File: src/rtl/rot_pkg.sv
// Shared types and helpers for the rotation result collector.
// Provides the float word width, the packed quaternion entry type,
// the word-select constants (positions in w,x,y,z order) and a word
// selection helper used by the output serialiser.
package rot_pkg;

  localparam int FLOAT_W = 32;

  typedef struct packed {
    logic [FLOAT_W-1:0] w;
    logic [FLOAT_W-1:0] x;
    logic [FLOAT_W-1:0] y;
    logic [FLOAT_W-1:0] z;
  } quat_t;

  localparam logic [1:0] IDX_W = 2'd0;
  localparam logic [1:0] IDX_X = 2'd1;
  localparam logic [1:0] IDX_Y = 2'd2;
  localparam logic [1:0] IDX_Z = 2'd3;

  // Pick one component of an entry by its position in w,x,y,z order.
  function automatic logic [FLOAT_W-1:0] quat_word(input quat_t q, input logic [1:0] sel);
    case (sel)
      IDX_W:   return q.w;
      IDX_X:   return q.x;
      IDX_Y:   return q.y;
      IDX_Z:   return q.z;
      default: return q.x;
    endcase
  endfunction

endpackage

File: src/rtl/rot_entry_fifo.sv
// Synchronous FIFO of quaternion entries.
// Ports:
//   clk, resetn   : clock, synchronous active-low reset
//   i_push/i_data : push request and entry
//   i_pop         : pop the head (ignored when empty)
//   o_accept      : push actually taken (not full, or a pop frees a slot)
//   o_head_nxt    : entry that will be at the head after this cycle
//   o_empty_nxt   : FIFO will be empty after this cycle
//   o_level       : entries currently held
module rot_entry_fifo
  import rot_pkg::*;
#(
  parameter int DEPTH = 8
) (
  input  logic                     clk,
  input  logic                     resetn,
  input  logic                     i_push,
  input  quat_t                    i_data,
  input  logic                     i_pop,
  output logic                     o_accept,
  output quat_t                    o_head_nxt,
  output logic                     o_empty_nxt,
  output logic [$clog2(DEPTH):0]   o_level
);

  localparam int AW = $clog2(DEPTH);
  localparam int PW = AW + 1;

  quat_t           r_mem [DEPTH];
  logic [PW-1:0]   r_wr_ptr;
  logic [PW-1:0]   r_rd_ptr;

  logic            w_full;
  logic            w_empty;
  logic            w_pop_ok;
  logic [PW-1:0]   w_level;
  logic [PW-1:0]   w_remain;
  logic [PW-1:0]   w_level_nxt;
  logic [PW-1:0]   w_rd_ptr_nxt;

  // Wrap bit distinguishes full from empty when the low bits match.
  assign w_full       = (r_wr_ptr[AW] != r_rd_ptr[AW]) && (r_wr_ptr[AW-1:0] == r_rd_ptr[AW-1:0]);
  assign w_empty      = (r_wr_ptr == r_rd_ptr);
  assign w_pop_ok     = i_pop & ~w_empty;
  // A pop in the same cycle frees the slot the push needs.
  assign o_accept     = i_push & (~w_full | w_pop_ok);
  assign w_level      = r_wr_ptr - r_rd_ptr;
  assign w_remain     = w_level - PW'(w_pop_ok);
  assign w_level_nxt  = w_remain + PW'(o_accept);
  assign w_rd_ptr_nxt = r_rd_ptr + PW'(w_pop_ok);
  assign o_empty_nxt  = (w_level_nxt == '0);
  assign o_level      = w_level;
  // If nothing older survives this cycle, the incoming entry becomes head.
  assign o_head_nxt   = (w_remain == '0) ? i_data : r_mem[w_rd_ptr_nxt[AW-1:0]];

  // Pointer update
  always_ff @(posedge clk) begin
    if (!resetn) begin
      r_wr_ptr <= '0;
      r_rd_ptr <= '0;
    end else begin
      r_wr_ptr <= r_wr_ptr + PW'(o_accept);
      r_rd_ptr <= w_rd_ptr_nxt;
    end
  end

  // Entry storage write
  always_ff @(posedge clk) begin
    if (o_accept) begin
      r_mem[r_wr_ptr[AW-1:0]] <= i_data;
    end
  end

endmodule

File: src/rtl/rotation_result_collector.sv
// Collects rotated quaternions from the non-stallable rotation stage,
// buffers them and serialises each entry as 32-bit float words.
// Ports:
//   clk, resetn          : clock, synchronous active-low reset
//   in_w/x/y/z, in_valid : rotation result and its one-cycle strobe
//   m_data/m_valid/m_ready/m_last/m_index : output word stream
//   fifo_level           : entries held, including a partially sent head
//   overflow, drop_count : sticky drop flag and saturating drop counter
//   clear_overflow       : clears overflow and drop_count
module rotation_result_collector
  import rot_pkg::*;
#(
  parameter int DEPTH  = 8,
  parameter int KEEP_W = 0,
  parameter int CNT_W  = 16
) (
  input  logic                   clk,
  input  logic                   resetn,
  input  logic [FLOAT_W-1:0]     in_w,
  input  logic [FLOAT_W-1:0]     in_x,
  input  logic [FLOAT_W-1:0]     in_y,
  input  logic [FLOAT_W-1:0]     in_z,
  input  logic                   in_valid,
  output logic [FLOAT_W-1:0]     m_data,
  output logic                   m_valid,
  input  logic                   m_ready,
  output logic                   m_last,
  output logic [1:0]             m_index,
  output logic [$clog2(DEPTH):0] fifo_level,
  output logic                   overflow,
  output logic [CNT_W-1:0]       drop_count,
  input  logic                   clear_overflow
);

  localparam int         NW       = 3 + KEEP_W;
  localparam logic [1:0] LAST_IDX = 2'(NW - 1);
  // Without w the stream index 0 maps to x.
  localparam logic [1:0] SEL_OFS  = (KEEP_W != 0) ? 2'd0 : 2'd1;

  logic [FLOAT_W-1:0] r_m_data;
  logic               r_m_valid;
  logic               r_m_last;
  logic [1:0]         r_m_index;
  logic               r_overflow;
  logic [CNT_W-1:0]   r_drop_count;

  quat_t              w_in_quat;
  quat_t              w_head_nxt;
  logic               w_empty_nxt;
  logic               w_accept;
  logic               w_xfer;
  logic               w_pop;
  logic               w_drop;
  logic [1:0]         w_idx_nxt;

  assign w_in_quat = '{w: in_w, x: in_x, y: in_y, z: in_z};
  assign w_xfer    = r_m_valid & m_ready;
  assign w_pop     = w_xfer & r_m_last;
  assign w_drop    = in_valid & ~w_accept;

  rot_entry_fifo #(.DEPTH(DEPTH)) u_fifo (
    .clk         (clk),
    .resetn      (resetn),
    .i_push      (in_valid),
    .i_data      (w_in_quat),
    .i_pop       (w_pop),
    .o_accept    (w_accept),
    .o_head_nxt  (w_head_nxt),
    .o_empty_nxt (w_empty_nxt),
    .o_level     (fifo_level)
  );

  // Next word index within the head entry
  always_comb begin
    w_idx_nxt = r_m_index;
    if (w_pop) begin
      w_idx_nxt = 2'd0;
    end else if (w_xfer) begin
      w_idx_nxt = r_m_index + 2'd1;
    end else begin
      w_idx_nxt = r_m_index;
    end
  end

  // Registered stream outputs, computed from the post-cycle FIFO head
  always_ff @(posedge clk) begin
    if (!resetn) begin
      r_m_valid <= 1'b0;
      r_m_data  <= '0;
      r_m_last  <= 1'b0;
      r_m_index <= 2'd0;
    end else begin
      r_m_valid <= ~w_empty_nxt;
      r_m_data  <= w_empty_nxt ? '0 : quat_word(w_head_nxt, w_idx_nxt + SEL_OFS);
      r_m_last  <= ~w_empty_nxt & (w_idx_nxt == LAST_IDX);
      r_m_index <= w_empty_nxt ? 2'd0 : w_idx_nxt;
    end
  end

  // Overflow flag and saturating drop counter; a drop beats a clear
  always_ff @(posedge clk) begin
    if (!resetn) begin
      r_overflow   <= 1'b0;
      r_drop_count <= '0;
    end else if (w_drop) begin
      r_overflow   <= 1'b1;
      if (clear_overflow) begin
        r_drop_count <= CNT_W'(1);
      end else if (r_drop_count != '1) begin
        r_drop_count <= r_drop_count + CNT_W'(1);
      end else begin
        r_drop_count <= r_drop_count;
      end
    end else if (clear_overflow) begin
      r_overflow   <= 1'b0;
      r_drop_count <= '0;
    end else begin
      r_overflow   <= r_overflow;
      r_drop_count <= r_drop_count;
    end
  end

  assign m_data     = r_m_data;
  assign m_valid    = r_m_valid;
  assign m_last     = r_m_last;
  assign m_index    = r_m_index;
  assign overflow   = r_overflow;
  assign drop_count = r_drop_count;

endmodule

File: config.mk
export PLATFORM = sky130hd
export DESIGN_NAME = rotation_result_collector
export DESIGN_NICKNAME = d
export VERILOG_FILES = /design/src/rtl/rot_pkg.sv /design/src/rtl/rot_entry_fifo.sv /design/src/rtl/rotation_result_collector.sv
export SDC_FILE = /design/constraint.sdc
export NUM_CORES = 1
export LEC_CHECK = 0
export CORE_MARGIN = 3
export CORE_UTILIZATION = 50
export DETAILED_ROUTE_END_ITERATION = 8
export DONT_BUFFER_PORTS = 1
export HOLD_SLACK_MARGIN = 0.06
export PLACE_DENSITY = 0.73
export SLEW_MARGIN = 30
export SYNTH_ARGS = -nofsm -noshare
export SYNTH_HDL_FRONTEND = slang
export SYNTH_SLANG_ARGS = --single-unit
File: constraint.sdc
create_clock -name clk -period 13.4 [get_ports clk]
set_input_delay 0.67 -clock clk [delete_from_list [all_inputs] [get_ports clk]]
set_output_delay 0.67 -clock clk [all_outputs]
set_load 0.03 [all_outputs]
Word level (Yosys, flattened, before mapping). Memory sizes are Yosys's and may differ from the RTL's. Index checks and enable logic that the tools add are counted.

Memories: 1. Memory bits (writable): 1024. Bits of input ports: 133. Output and inout port bits: 57. Bits in registers: 61. Logic and storage cells: 57.

Reductions and logical operators: 8. Bitwise logic cells: 12. Add/sub/neg operators: 8. Multiplexer cells: 12. Eq/ne operators: 8.

Memory list: u_fifo.r_mem (depth 8, bits a word 128, rd ports 1, clocked after Yosys merged registers in 0, write ports 1, line rot_entry_fifo.sv:29) `quat_t r_mem [DEPTH];`.

Operators with widths (count): 128-bit two-way mux (1); 32-bit one-hot mux with 4 select lines (1); 16-bit two-way mux (4); 16-bit by 1-bit adder with 16-bit output, second input constant (1); 16-bit inequality test, second input constant (1); 4-bit by 1-bit adder with 4-bit output (3); 4-bit zero test (2); 1-bit AND (6); 2-bit equality test, second input constant (3); 1-bit NOT (5); 2-bit by 1-bit adder with 2-bit output, second input constant (2); 4-bit equality test (1); 1-bit two-way mux (4); 2-bit two-way mux (2); 2-bit nonzero test (2); 4-bit by 1-bit subtractor with 4-bit output (1); 4-bit subtractor (1); 3-bit equality test (1); 2-bit by 1-bit equality test with 1-bit output, second input constant (1); 2-bit zero test (1); 2-bit AND reduction (1); 2-bit OR reduction (1); 1-bit logical AND (1); 1-bit inequality test (1); 1-bit OR (1).

Depth between registers and ports, before layout.
Depth after elaboration: 9. Depth in mapped cells: 16. Mapped depth without buffers: 13.

Cells and area by module. A second synthesis with hierarchy kept.

Cell total of the unflattened synthesis: 2118. Area, all modules: 42776.0 um^2.

Modules (own cells, without submodules): rot_entry_fifo (times used 1, seq. area each 30909.6 um^2, cells an instance 1841, area each 40067.2 um^2); rotation_result_collector (times used 1, seq. area each 1061.0 um^2, cells an instance 277, area each 2708.8 um^2).

Least setup slack after synthesis. OpenSTA, ideal clock, no wires.

Kind: register -> register. Start: register u_fifo.r_rd_ptr[2]. End: memory u_fifo.r_mem[1][0] (netlist bit), enable pin. Cell stages (with the launch flop): 9. Library setup time: 0.772 ns. Path slack: 2.573 ns. Required time: 12.628 ns. Arrival time: 10.055 ns. Path through: dfxtp_1 > buf_2 > inv_1 > ha_1 > and3_2 > nand2_1 > o21a_1 > nand2_1 > nor3_1.

Word-level cells in the longest chain between the ends: 7.

Ends and longest elaborated chain: from (decl) (line rot_entry_fifo.sv:31) `logic [PW-1:0] r_rd_ptr;`; from (signal assigned) (line rot_entry_fifo.sv:63) `r_rd_ptr <= w_rd_ptr_nxt;`; 4-bit equality test / 3-bit equality test (equally long branches) (line rot_entry_fifo.sv:43, rot_entry_fifo.sv:42); 1-bit NOT / 1-bit logical AND (equally long branches) (line rot_entry_fifo.sv:44, rot_entry_fifo.sv:42); 1-bit AND / 1-bit NOT (equally long branches) (line rot_entry_fifo.sv:44, rot_entry_fifo.sv:46); 1-bit OR (*) (line rot_entry_fifo.sv:46) `assign o_accept = i_push & (~w_full | w_pop_ok);`; 1-bit AND (*) (line rot_entry_fifo.sv:46); 1-bit two-way mux (*) (line rot_entry_fifo.sv:69) `if (o_accept) begin`; 1-bit two-way mux (not written as such) (*) (line rot_entry_fifo.sv:70) `r_mem[r_wr_ptr[AW-1:0]] <= i_data;`; to (decl) (line rot_entry_fifo.sv:29).

Mark *: on every way between the ends. The rest lies on a longest branch, timed or not.

Final worst setup path.
Start: register u_fifo.r_rd_ptr[2]. End: register r_m_data[10] (netlist: m_data[10]).

Word-level cells in the longest chain between the ends: 8.

Ends and longest elaborated chain: parallel branches: the longest is 8 deep, another holds 4-bit subtractor; to (signal assigned) (line rotation_result_collector.sv:94) `r_m_data <= w_empty_nxt ? '0 : quat_word(w_head_nxt, w_idx_nxt + SEL_OFS);`; to (decl) (line rotation_result_collector.sv:40) `logic [FLOAT_W-1:0] r_m_data;`.

Several ways; the timed one is not identified. A chain may end at the register's enable or synchronous reset.

==> reports/summary.md <==
The flow ran to the end, and the final reports show no timing, DRC or antenna violations. The net count of the mapped netlist is 2270, and the largest stage delay on the critical path is 720 ps. The cts-stage hold buffer count is 113, and the worst reg-to-reg path cell count is 15.

Fill cells in the final layout number 5946. The via count is 21873, and the via count of the first global-routing pass is 22381. The detail-routed via count per cell was 6.28. Setup repair after global routing left no endpoint under its margin. The share of post-route cells with drive strength above 1 is 21.1%. Of all nets on the critical path, the largest fanout is 81. For the initial antenna violation count, the log shows 2. Ranked by instance count, the synthesized netlist is headed by edfxtp_1 (1024), mux4_2 (253), nand2_1 (136). The logs give 0 for the total setup violations reported at the end of the flow and 8160 ps for the post-place setup slack.

The run gives 23.6% as the overall routing resource usage. For the worst-skew pair, the clock arrives at the later sink with an insertion delay of 680 ps. The total setup buffers inserted after CTS is 0.

CTS built an H-tree with a depth of 3. In this run the clock root is driven by a clkbuf_16. The placed wire-length estimate is 53100 um. The clock period minus worst slack was 5400 ps. The tools report the endpoint kind of the worst setup timing path as a flop. The category of the critical setup timing path is reg -> reg. Clock transition at the register clock pins on the worst setup and hold paths after CTS: 60 ps. After technology mapping, the gate count stands at 2124.

Counting stages on the worst path, the most repeated cell is ha_4. During synthesis, Yosys emitted a total of 0 warnings. The run gives 5950 ps as the worst path arrival time. For this run, global-route usage on met3 was measured as 6.34%. The register bit count reported by yosys was 1085; the wire length per cell after detailed routing was 30.0 um. Counting flops with a built-in enable in the synthesized netlist gives 1024. In this run the most critical hold path is launched from in_w[0].

The final critical path takes up 40.3% of the cycle. Dividing total power by cell area gives a power density of 148 nW/um^2. Cell taking the most area after synthesis: edfxtp_1. Headroom to the max-slew limit came out at 31.0%. In this run, CTS created clock tree buffers numbering 104. The slew of the pin with the lowest slew margin was 1030 ps. For the worst-case vdd ir drop, the log shows 0.000129 V.

Core outline area: 84000 um^2. The tools report the launching point of the worst reg2reg path as u_fifo.r_rd_ptr[2]. In this run the worst hold path is classified as in -> reg. Entering global routing, the biggest net connects 156 pins. TritonCTS built the clock tree. Walking the worst path, the cells encountered are inv_1 > ha_1 > and3_2 > a21oi_1 > ha_4 > ha_4 > xor2_4 > buf_12 > buf_16 > buf_4 > mux4_2 > mux2_2 > o21ai_0 > a221oi_1 > o221a_1.

The parity-gate share of the synthesized area counting xor and xnor cells came out at 0.630%. For this run, the leading register cell type out of synthesis is edfxtp_1. Capturing point of the worst reg2reg path: m_data[10]. Slowest stage cell on the critical path: buf_4. The met2 layer usage reported by global route was 39.1%; the proportion of register bits with asynchronous set or reset after synthesis was 0%. Of the total synthesized cell area, the portion taken by AND, OR, NAND and NOR gates is 3.83%. The busiest layer in global routing is met2. The static leakage power is 14.8 nW.

After synthesis, the largest area contributor takes up 72.4% of total cell area. The CTS sink count was 1085. The clock tree skew after final layout was 25.9 ps; the total congestion overflow was 0. The number of max-slew violations in the final report was 0; the critical path required time was 13950 ps. The floorplan step defined a die boundary enclosing 88500 um^2. Synthesized-area fraction occupied by ao, oa, aoi and oai cells: 2.85%.

The row count is 106. The minimum setup slack in the final design came out at 8000 ps. The fraction of the mapped netlist area in adder cells came out at 0.401%. In the final design database the tool counted 2405 nets. By area the synthesized netlist is led by edfxtp_1 (72%), mux4_2 (13%), dfxtp_1 (2.9%), mux2i_1 (1.6%), nand2_1 (1.2%). Of the post-synthesis cell area, the part taken by muxes is 15.4%. The number of top-level pins was 190.

Counting instances, the worst hold path has a depth of 0. The number of hold violations in the final report was 0; the count of unresolved DRC violations after routing was 0. For the final routed database, the setup TNS stands at 0 ps. The tools report the number of distinct library cells after synthesis as 63.

By area, the combinational part of the netlist is dominated by multiplexers. The worst setup path is launched from a flop. The first global-routing pass estimated 153000 um of wire.

Static timing analysis puts the maximum clock frequency at 0.185 GHz. Of the synthesized area, sequential elements account for 75.3%. The number of DRC markers after the initial detailed-route iteration is 2706, and the die outline width is 297 um. The setup check on the worst reg-to-reg path leaves a slack of 8000 ps.

Once the clock tree was built, the resizer swapped 0 gates to a different size. Remaining number of nets flagged by the antenna check after routing: 0. The first detailed-routing pass ran for 7 iterations. The most used standard cell by instance count after synthesis is edfxtp_1. Wires add up to 104000 um. After synthesis the cells add up to 42500 um^2.

After synthesis, the mean cell area works out to 20.0 um^2. The vertical die dimension is 297 um, and the maximum root-to-sink buffer count is 3. Global routing consumed, on the met1 layer, 30.7% of the routing resources. The end point of the most critical hold path is u_fifo.r_mem[1][96]. The placer's final routability congestion estimate was 0.848; the count of buffers from port buffering was 0.

In this run the worst setup path begins at u_fifo.r_rd_ptr[2]. For this configuration, the core starts out at a cell density of 50.6%. Across the run, the number of max-cap violations was 0. The synthesis-to-finish area growth was 14.0%.
[routing by layer]
layer / vias to the layer above / wire, um / share of wire, %
li1: 9037 / - / -
met1: 11383 / 38100 / 36
met2: 1245 / 52000 / 50
met3: 208 / 11200 / 11
met4: 0 / 3130 / 3.0
met5: - / 0 / 0
[report_power, final]
| group | switching (W) | internal, W |
|---|---|---|
| logic | 0.000280 | 0.000140 |
| clock network | 0.00123 | 0.00165 |
| registers | 0.0000751 | 0.00381 |
[worst max-delay path: cells and delay by family, from the launching register on]
family	cells	cell delay, ps
and+or+nand+nor	1	240
xor gates and xnor gates	1	170
DFF	1	510
adders and majority gates	3	750
muxes	2	690
AOI/OAI and AO/OA	4	1150
buffers and inverters	4	1580
[cell usage in the layout (no fill, tap or decap), types with 11 or more instances in the layout]
master         Yosys  routed
mux2_2            16      16
nor2_1            85      78
a22oi_1           13      12
buf_4             17      20
edfxtp_1        1024    1024
a21oi_1           26      26
nor3_1            21      19
inv_1             12      12
xor2_1            11      11
nand4_1           23      23
clkbuf_1          27      31
clkbuf_16          0     108
a221oi_1          27      27
o21ai_0           20      20
clkinv_2           0      15
o22ai_1           31      31
nand2_1          136     136
o21ai_1           13      12
nand3_1           61      61
dfxtp_1           61      61
mux4_2           253     253
clkinv_1           0      15
dlygate4sd3_1      0     113
mux2i_1           66      65
[registers in the layout, summed over array words and instances (netlist names)]
signal	cells
u_fifo.r_rd_ptr	4
m_last	1
u_fifo.r_mem	1024
m_index	2
drop_count	16
overflow	1
m_valid	1
m_data	32
u_fifo.r_wr_ptr	4
[how the worst max path moves through the flow]
stage                         endpoint  slack [ps]
floorplan           u_fifo.r_mem[1][0]        2570
global placement            m_data[28]        8010
detailed placement          m_data[10]        8160
CTS                         m_data[10]        8130
global route                 m_data[7]        7860
finish                      m_data[10]        8000
[final cells by class]
type	instances	area [um^2]	share of cell area [%]
clock buffers	148	2940	6.07
repair buffers	152	1680	3.47
multi-input cells	904	9940	20.5
well taps	1134	1420	2.93
inverters	12	45.0	0.0930
diodes	3	7.51	0.0155
clock inverters	46	442	0.912
flip-flops and latches	1085	32000	66.0
[kinds of logic after synthesis]
kind of cell	Yosys count
XOR/XNOR	25
AO/OA/AOI/OAI	171
multiplexers	335
flip-flops	1085
AND/OR/NAND/NOR	360
buffers and inverters	135
adder cells (fa/ha/maj)	13
[per-stage QoR]
stage / total power (W) / instance area, um^2 / hold WS (ps) / cells / util [%]
after global routing: 0.00739 / 48400 / 66.8 / 3482 / 57.7
after global placement: 0.00431 / 43700 / 559 / 3167 / 52.1
after detailed placement: 0.00432 / 43800 / 565 / 3169 / 52.1
final: 0.00719 / 48400 / 98.9 / 3484 / 57.7
after floorplan: 0.00418 / 42500 / 532 / 2124 / -
after CTS: 0.00723 / 48300 / 60.2 / 3476 / 57.5
(Power assumes the default switching activity.)
